$ cat src/rtl/mem_arbiter_if.sv
// Bundle of the icache, dcache and physical-memory line buses around the arbiter.
// The arbiter sits on the slave modport; the caches and memory model use master.
interface mem_arbiter_if #(
  parameter int LINE_W = 256
);
  logic              icache_pmem_read;
  logic [31:0]       icache_pmem_addr;
  logic [LINE_W-1:0] icache_pmem_rdata;
  logic              icache_pmem_resp;

  logic              dcache_pmem_read;
  logic              dcache_pmem_write;
  logic [31:0]       dcache_pmem_addr;
  logic [LINE_W-1:0] dcache_pmem_wdata;
  logic [LINE_W-1:0] dcache_pmem_rdata;
  logic              dcache_pmem_resp;

  logic              pmem_read;
  logic              pmem_write;
  logic [31:0]       pmem_addr;
  logic [LINE_W-1:0] pmem_wdata;
  logic [LINE_W-1:0] pmem_rdata;
  logic              pmem_resp;

  modport slave (
    input  icache_pmem_read, icache_pmem_addr,
    output icache_pmem_rdata, icache_pmem_resp,
    input  dcache_pmem_read, dcache_pmem_write, dcache_pmem_addr, dcache_pmem_wdata,
    output dcache_pmem_rdata, dcache_pmem_resp,
    output pmem_read, pmem_write, pmem_addr, pmem_wdata,
    input  pmem_rdata, pmem_resp
  );

  modport master (
    output icache_pmem_read, icache_pmem_addr,
    input  icache_pmem_rdata, icache_pmem_resp,
    output dcache_pmem_read, dcache_pmem_write, dcache_pmem_addr, dcache_pmem_wdata,
    input  dcache_pmem_rdata, dcache_pmem_resp,
    input  pmem_read, pmem_write, pmem_addr, pmem_wdata,
    output pmem_rdata, pmem_resp
  );
endinterface

$ cat src/rtl/mem_arbiter.sv
// Two-requester physical-memory arbiter (icache / dcache) with alternating
// priority on contention and a sticky timeout flag for stalled grants.
module mem_arbiter #(
  parameter int LINE_W  = 256,
  parameter int TIMEOUT = 255
) (
  input  logic          clk,
  input  logic          rst,
  mem_arbiter_if.slave  bus,
  output logic          arb_err
);

  localparam int CNT_W = (TIMEOUT < 2) ? 1 : $clog2(TIMEOUT + 1);
  localparam logic [CNT_W-1:0] CNT_MAX = CNT_W'(TIMEOUT);
  localparam logic LAST_I = 1'b0;
  localparam logic LAST_D = 1'b1;

  typedef enum logic [1:0] {
    IDLE,
    GRANT_I,
    GRANT_D
  } state_t;

  state_t           state_reg, state_next;
  logic             last_grant_reg, last_grant_next;
  logic [CNT_W-1:0] cnt_reg, cnt_next;
  logic             arb_err_reg, arb_err_next;

  logic i_req;
  logic d_req;

  assign i_req = bus.icache_pmem_read;
  assign d_req = bus.dcache_pmem_read | bus.dcache_pmem_write;

  // Read data is broadcast; only the resp strobe tells a cache it is valid.
  assign bus.icache_pmem_rdata = bus.pmem_rdata;
  assign bus.dcache_pmem_rdata = bus.pmem_rdata;
  assign arb_err = arb_err_reg;

  always_ff @(posedge clk or negedge rst) begin
    if (!rst) begin
      state_reg      <= IDLE;
      last_grant_reg <= LAST_I;
      cnt_reg        <= '0;
      arb_err_reg    <= 1'b0;
    end else begin
      state_reg      <= state_next;
      last_grant_reg <= last_grant_next;
      cnt_reg        <= cnt_next;
      arb_err_reg    <= arb_err_next;
    end
  end

  always_comb begin
    state_next           = state_reg;
    last_grant_next      = last_grant_reg;
    cnt_next             = cnt_reg;
    arb_err_next         = arb_err_reg;
    bus.pmem_read        = 1'b0;
    bus.pmem_write       = 1'b0;
    bus.pmem_addr        = '0;
    bus.pmem_wdata       = '0;
    bus.icache_pmem_resp = 1'b0;
    bus.dcache_pmem_resp = 1'b0;

    case (state_reg)
      IDLE: begin
        cnt_next = '0;
        // On contention the side that lost last time wins this time.
        if (i_req && d_req) begin
          if (last_grant_reg == LAST_I) begin
            state_next      = GRANT_D;
            last_grant_next = LAST_D;
          end else begin
            state_next      = GRANT_I;
            last_grant_next = LAST_I;
          end
        end else if (i_req) begin
          state_next      = GRANT_I;
          last_grant_next = LAST_I;
        end else if (d_req) begin
          state_next      = GRANT_D;
          last_grant_next = LAST_D;
        end
      end

      GRANT_I: begin
        bus.pmem_read        = bus.icache_pmem_read;
        bus.pmem_addr        = bus.icache_pmem_addr;
        bus.icache_pmem_resp = bus.pmem_resp;
        if (bus.pmem_resp) begin
          state_next = IDLE;
        end else if (cnt_reg != CNT_MAX) begin
          cnt_next = cnt_reg + 1'b1;
        end
      end

      GRANT_D: begin
        bus.pmem_read        = bus.dcache_pmem_read & ~bus.dcache_pmem_write;
        bus.pmem_write       = bus.dcache_pmem_write;
        bus.pmem_addr        = bus.dcache_pmem_addr;
        bus.pmem_wdata       = bus.dcache_pmem_wdata;
        bus.dcache_pmem_resp = bus.pmem_resp;
        if (bus.pmem_resp) begin
          state_next = IDLE;
        end else if (cnt_reg != CNT_MAX) begin
          cnt_next = cnt_reg + 1'b1;
        end
      end

      default: begin
        state_next = IDLE;
      end
    endcase

    // The flag only reports a stall; the grant is never aborted.
    if (state_reg != IDLE && cnt_next == CNT_MAX) begin
      arb_err_next = 1'b1;
    end
  end

endmodule

$ cat src/flat_wrapper.sv
// flat-port wrapper written by rule: the top's interface ports become plain ports
module mem_arbiter_flat 
#(
  parameter int LINE_W  = 256,
  parameter int TIMEOUT = 255
)
  (clk, rst, arb_err, bus_icache_pmem_read, bus_icache_pmem_addr, bus_icache_pmem_rdata, bus_icache_pmem_resp, bus_dcache_pmem_read, bus_dcache_pmem_write, bus_dcache_pmem_addr, bus_dcache_pmem_wdata, bus_dcache_pmem_rdata, bus_dcache_pmem_resp, bus_pmem_read, bus_pmem_write, bus_pmem_addr, bus_pmem_wdata, bus_pmem_rdata, bus_pmem_resp);
  mem_arbiter_if #(.LINE_W(LINE_W)) bus_i ();
  input  logic clk;
  input  logic rst;
  output logic arb_err;
  input wire logic [$bits(bus_i.icache_pmem_read)-1:0] bus_icache_pmem_read;
  input wire logic [$bits(bus_i.icache_pmem_addr)-1:0] bus_icache_pmem_addr;
  output wire logic [$bits(bus_i.icache_pmem_rdata)-1:0] bus_icache_pmem_rdata;
  output wire logic [$bits(bus_i.icache_pmem_resp)-1:0] bus_icache_pmem_resp;
  input wire logic [$bits(bus_i.dcache_pmem_read)-1:0] bus_dcache_pmem_read;
  input wire logic [$bits(bus_i.dcache_pmem_write)-1:0] bus_dcache_pmem_write;
  input wire logic [$bits(bus_i.dcache_pmem_addr)-1:0] bus_dcache_pmem_addr;
  input wire logic [$bits(bus_i.dcache_pmem_wdata)-1:0] bus_dcache_pmem_wdata;
  output wire logic [$bits(bus_i.dcache_pmem_rdata)-1:0] bus_dcache_pmem_rdata;
  output wire logic [$bits(bus_i.dcache_pmem_resp)-1:0] bus_dcache_pmem_resp;
  output wire logic [$bits(bus_i.pmem_read)-1:0] bus_pmem_read;
  output wire logic [$bits(bus_i.pmem_write)-1:0] bus_pmem_write;
  output wire logic [$bits(bus_i.pmem_addr)-1:0] bus_pmem_addr;
  output wire logic [$bits(bus_i.pmem_wdata)-1:0] bus_pmem_wdata;
  input wire logic [$bits(bus_i.pmem_rdata)-1:0] bus_pmem_rdata;
  input wire logic [$bits(bus_i.pmem_resp)-1:0] bus_pmem_resp;
  assign bus_i.icache_pmem_read = bus_icache_pmem_read;
  assign bus_i.icache_pmem_addr = bus_icache_pmem_addr;
  assign bus_icache_pmem_rdata = bus_i.icache_pmem_rdata;
  assign bus_icache_pmem_resp = bus_i.icache_pmem_resp;
  assign bus_i.dcache_pmem_read = bus_dcache_pmem_read;
  assign bus_i.dcache_pmem_write = bus_dcache_pmem_write;
  assign bus_i.dcache_pmem_addr = bus_dcache_pmem_addr;
  assign bus_i.dcache_pmem_wdata = bus_dcache_pmem_wdata;
  assign bus_dcache_pmem_rdata = bus_i.dcache_pmem_rdata;
  assign bus_dcache_pmem_resp = bus_i.dcache_pmem_resp;
  assign bus_pmem_read = bus_i.pmem_read;
  assign bus_pmem_write = bus_i.pmem_write;
  assign bus_pmem_addr = bus_i.pmem_addr;
  assign bus_pmem_wdata = bus_i.pmem_wdata;
  assign bus_i.pmem_rdata = bus_pmem_rdata;
  assign bus_i.pmem_resp = bus_pmem_resp;
  mem_arbiter #(.LINE_W(LINE_W), .TIMEOUT(TIMEOUT)) u_core (.clk(clk), .rst(rst), .bus(bus_i), .arb_err(arb_err));
endmodule
$ cat config.mk
export PLATFORM = sky130hd
export DESIGN_NAME = mem_arbiter_flat
export DESIGN_NICKNAME = d
export VERILOG_FILES = /design/src/rtl/mem_arbiter_if.sv /design/src/rtl/mem_arbiter.sv /design/src/flat_wrapper.sv
export SDC_FILE = /design/constraint.sdc
export NUM_CORES = 1
export LEC_CHECK = 0
export BUFFER_PORTS_ARGS = -buffer_cell sky130_fd_sc_hd__buf_2
export CORE_AREA = 4 4 534 536
export DETAILED_ROUTE_END_ITERATION = 10
export DIE_AREA = 0 0 538 540
export PLACE_DENSITY = 0.3
export SLEW_MARGIN = 20
export SYNTH_ARGS = -nofsm -noshare
export SYNTH_HDL_FRONTEND = slang
export SYNTH_SLANG_ARGS = --single-unit
$ cat constraint.sdc
create_clock -name clk -period 2.05 [get_ports clk]
set_input_delay 0.205 -clock clk [delete_from_list [all_inputs] [get_ports clk]]
set_output_delay 0.205 -clock clk [all_outputs]
set_load 0.03 [all_outputs]
==> key figures <==
Cells and area
  • Multi-input gate area: 0.00287 sq mm
  • Max reg flops: 8
  • Area growth from synthesis to layout: 104%
  • FF/Latch Area: 302 sq um
  • Layout cells sized above 1: 0.746
  • Final core utilization: 0.0496
  • # fillers: 33231
  • Final net count: 1668

Floorplanning
  • Die extent in x: 538 um
  • Die Area: 0.291 sq mm
  • Core area: 0.281 sq mm
  • I/O pin count: 1387
  • Die Y: 540 um
  • Starting Density: 0.0243
  • Std-Cell Rows: 195

Global routing
  • Vias in the first global route: 7255
  • Largest net degree at the start of global routing: 51
  • Initial antenna violation count: 154
  • First-pass GRT wire length: 174 mm
  • GRT Residual Overflow: 0
  • GRT Overall Usage: 0.102

Setup path
  • Reg2reg path depth: 7
  • Worst flop-to-flop path startpoint: u_core.state_reg[0]$_DFFE_PN0P_
  • Setup CP Type: flop to primary output
  • Data required time of the worst path: 1.85 ns
  • CP Capture Type: primary output
  • Beginning of the critical path: u_core.state_reg[1]$_DFFE_PN0P_
  • Crit start category: flop
  • R2R Setup Slk: 0.09 ns
  • Critical path arrival: 2.00 ns
  • Worst-path fanout max: 7
  • Critical R2R Capture: u_core.arb_err$_DFFE_PN0P_

Detailed routing
  • WL per Instance: 33.1 um
  • DRC Markers: 0
  • Routed via count: 7805
  • DRT met1 WL: 35.2 mm
  • DR iter-0 viols: 624
  • Wirelength, routed: 160 mm
  • Met2 WL: 64.3 mm
  • Highest Signal Layer: met5
  • Post-route ant nets: 0
  • First-pass DRT Iterations: 5
  • Vias per inst: 1.61
  • Routed wl met3: 50.4 mm

Logic synthesis
  • Syn nets: 1540
  • Synthesized cell area: 0.00682 sq mm
  • Asr flop ratio synth: 1.00
  • Sequential share of the synthesized area: 0.0441
  • Post-synth EDFFs: 0
  • Syn Inst Count: 953
  • Synth Register Bits: 12
  • Synthesized area per cell: 7.15 sq um
  • Ys flop type: dfrtp_1
  • Ys Warns: 0
  • Distinct cells, synth: 40

Placement
  • IO Port Bufs: 618
  • Placer Congestion: 1.09
  • Post-DP HPWL: 149 mm

CTS
  • CTS sink count: 12
  • Worst skew pair latency: 0.24 ns
  • TritonCTS clock tree: done
  • Clock root buffer: clkbuf_16
  • H-tree depth: 1
  • Clk buf depth: 2
  • TritonCTS buffer count: 3
  • Clock slew seen by the registers of the worst setup and hold paths: 0.05 ns

Power
  • Max IR drop VDD: 0.445 mV
  • Design Power: 18.2 mW
  • Pwr Density: 1310 mW/mm^2
  • Leak: 5.00 nW

Min path
  • Hold path cells: 3
  • HP Start: bus_icache_pmem_read
  • Hold Path Class: primary input to flop
  • Hold path endpoint: u_core.last_grant_reg$_DFFE_PN0P_

Timing
  • Tcrit/Tclk final: 1.07
  • Setup violators final: 36
  • Final hold vios: 0
  • Min cycle time layout: 2.20 ns
  • Rel. slew slack: 0.539
  • Fmax: 0.454 GHz
  • RSZ-0062 raised after global routing: yes
  • Max Slew Vio Count: 0
  • Worst Tran Pin Value: 0.691 ns
  • Final Skew: 0.00158 ns
  • Worst Setup Slack, final: -0.153 ns

Run
  • Max cap viols: 0

Status
  • Failing checks: setup timing
  • Status: finished, violations left
==> stage by stage <==
stage / area (sq um) / std cells / setup WS [ns] / TNS [ns] / hold WS (ns)
after CTS: 12900 / 4801 / -0.0606 / -0.410 / 0.376
after global routing: 13900 / 4837 / -0.139 / -5.68 / 0.399
after floorplan: 6820 / 953 / 0.0828 / 0 / -0.0906
after global placement: 12300 / 4787 / -0.182 / -0.564 / 0.124
after detailed placement: 12300 / 4787 / -0.205 / -0.631 / 0.119
final: 13900 / 4849 / -0.153 / -1.17 / 0.355
==> synthesized netlist by cell type (2+ instances only) <==
library cell,number,share of area
ha_1,5,0.0092
or2_1,2,0.0018
nor2_1,6,0.0033
a21oi_1,2,0.0015
buf_1,2,0.0011
a211oi_2,2,0.0037
nor3_1,3,0.0022
o211ai_1,2,0.0022
inv_1,7,0.0039
buf_4,512,0.56
a22oi_1,32,0.035
nand2_1,8,0.0044
o21a_1,2,0.0022
a31oi_1,3,0.0028
dfrtp_1,12,0.044
and2_1,260,0.24
clkbuf_1,38,0.021
and3_1,2,0.0018
nor2b_1,32,0.029
==> cell type report <==
type / count / area share
sequential: 12 / 0.0216
inverter: 7 / 0.00189
tap: 3743 / 0.336
multi-input combinational: 382 / 0.206
antenna: 26 / 0.00467
clock buffer: 4 / 0.00638
timing repair buffer: 675 / 0.423
==> routing by layer <==
layer,GRT usage,up-vias
li1,-,2726
met1,0.0658,3151
met3,0.150,595
met4,0.0498,74
met5,0.00999,-
met2,0.146,1259
==> cell usage in the layout, fill, tap and decap left out, types with 3 or more instances in the layout <==
master     instances
a22oi_1           18
a22oi_2           14
a31oi_1            3
and2_1           176
and2_4            84
buf_12           112
buf_16             3
buf_2            445
buf_4             41
buf_6             28
buf_8             29
clkbuf_16          9
clkbuf_4           8
dfrtp_1           11
diode_2           26
ha_4               3
inv_1              6
nand2_1            8
nor2_1             6
nor2b_1           21
nor2b_2           11
nor3_1             3
==> power breakdown <==
group          internal [mW]  switching [mW]
Clock                  0.295           0.109
Sequential             0.287          0.0386
Combinational           7.25            10.2
Total                   7.83            10.4
==> cell families after synthesis <==
logic type      count (synthesis)  synth area share
xor+xnor                        1           0.00129
fa+ha+maj                       5           0.00918
mux                             2           0.00312
buf+inv                       559             0.590
compound gates                 50            0.0575
flops                          12            0.0441
simple gates                  324             0.295
==> critical path, cell delays in order, from the launching register on <==
cell and delay, ns:
dfrtp_2 0.40, inv_1 0.12, ha_4 0.20, buf_12 0.15, a22oi_2 0.54, nor2b_2 0.12, buf_12 0.18
==> worst max-delay path by stage <==
stage                                    to
after global routing          bus_pmem_read
after detailed placement   bus_pmem_addr[8]
after global placement     bus_pmem_addr[8]
after CTS                  bus_pmem_addr[0]
after floorplan           bus_pmem_addr[19]
final                      bus_pmem_addr[1]
==> timing repair <==
item | CTS | global route
resized for setup | 79 | 261
pin swaps | 3 | 11
gates cloned | 4 | 9
hold buffers | 1 | 0
endpoints found under the hold margin | 12 | 0
setup buffers | 5 | 14
setup endpoints to repair | 141 | 157
No activity file was read; power rests on OpenSTA's default activity.
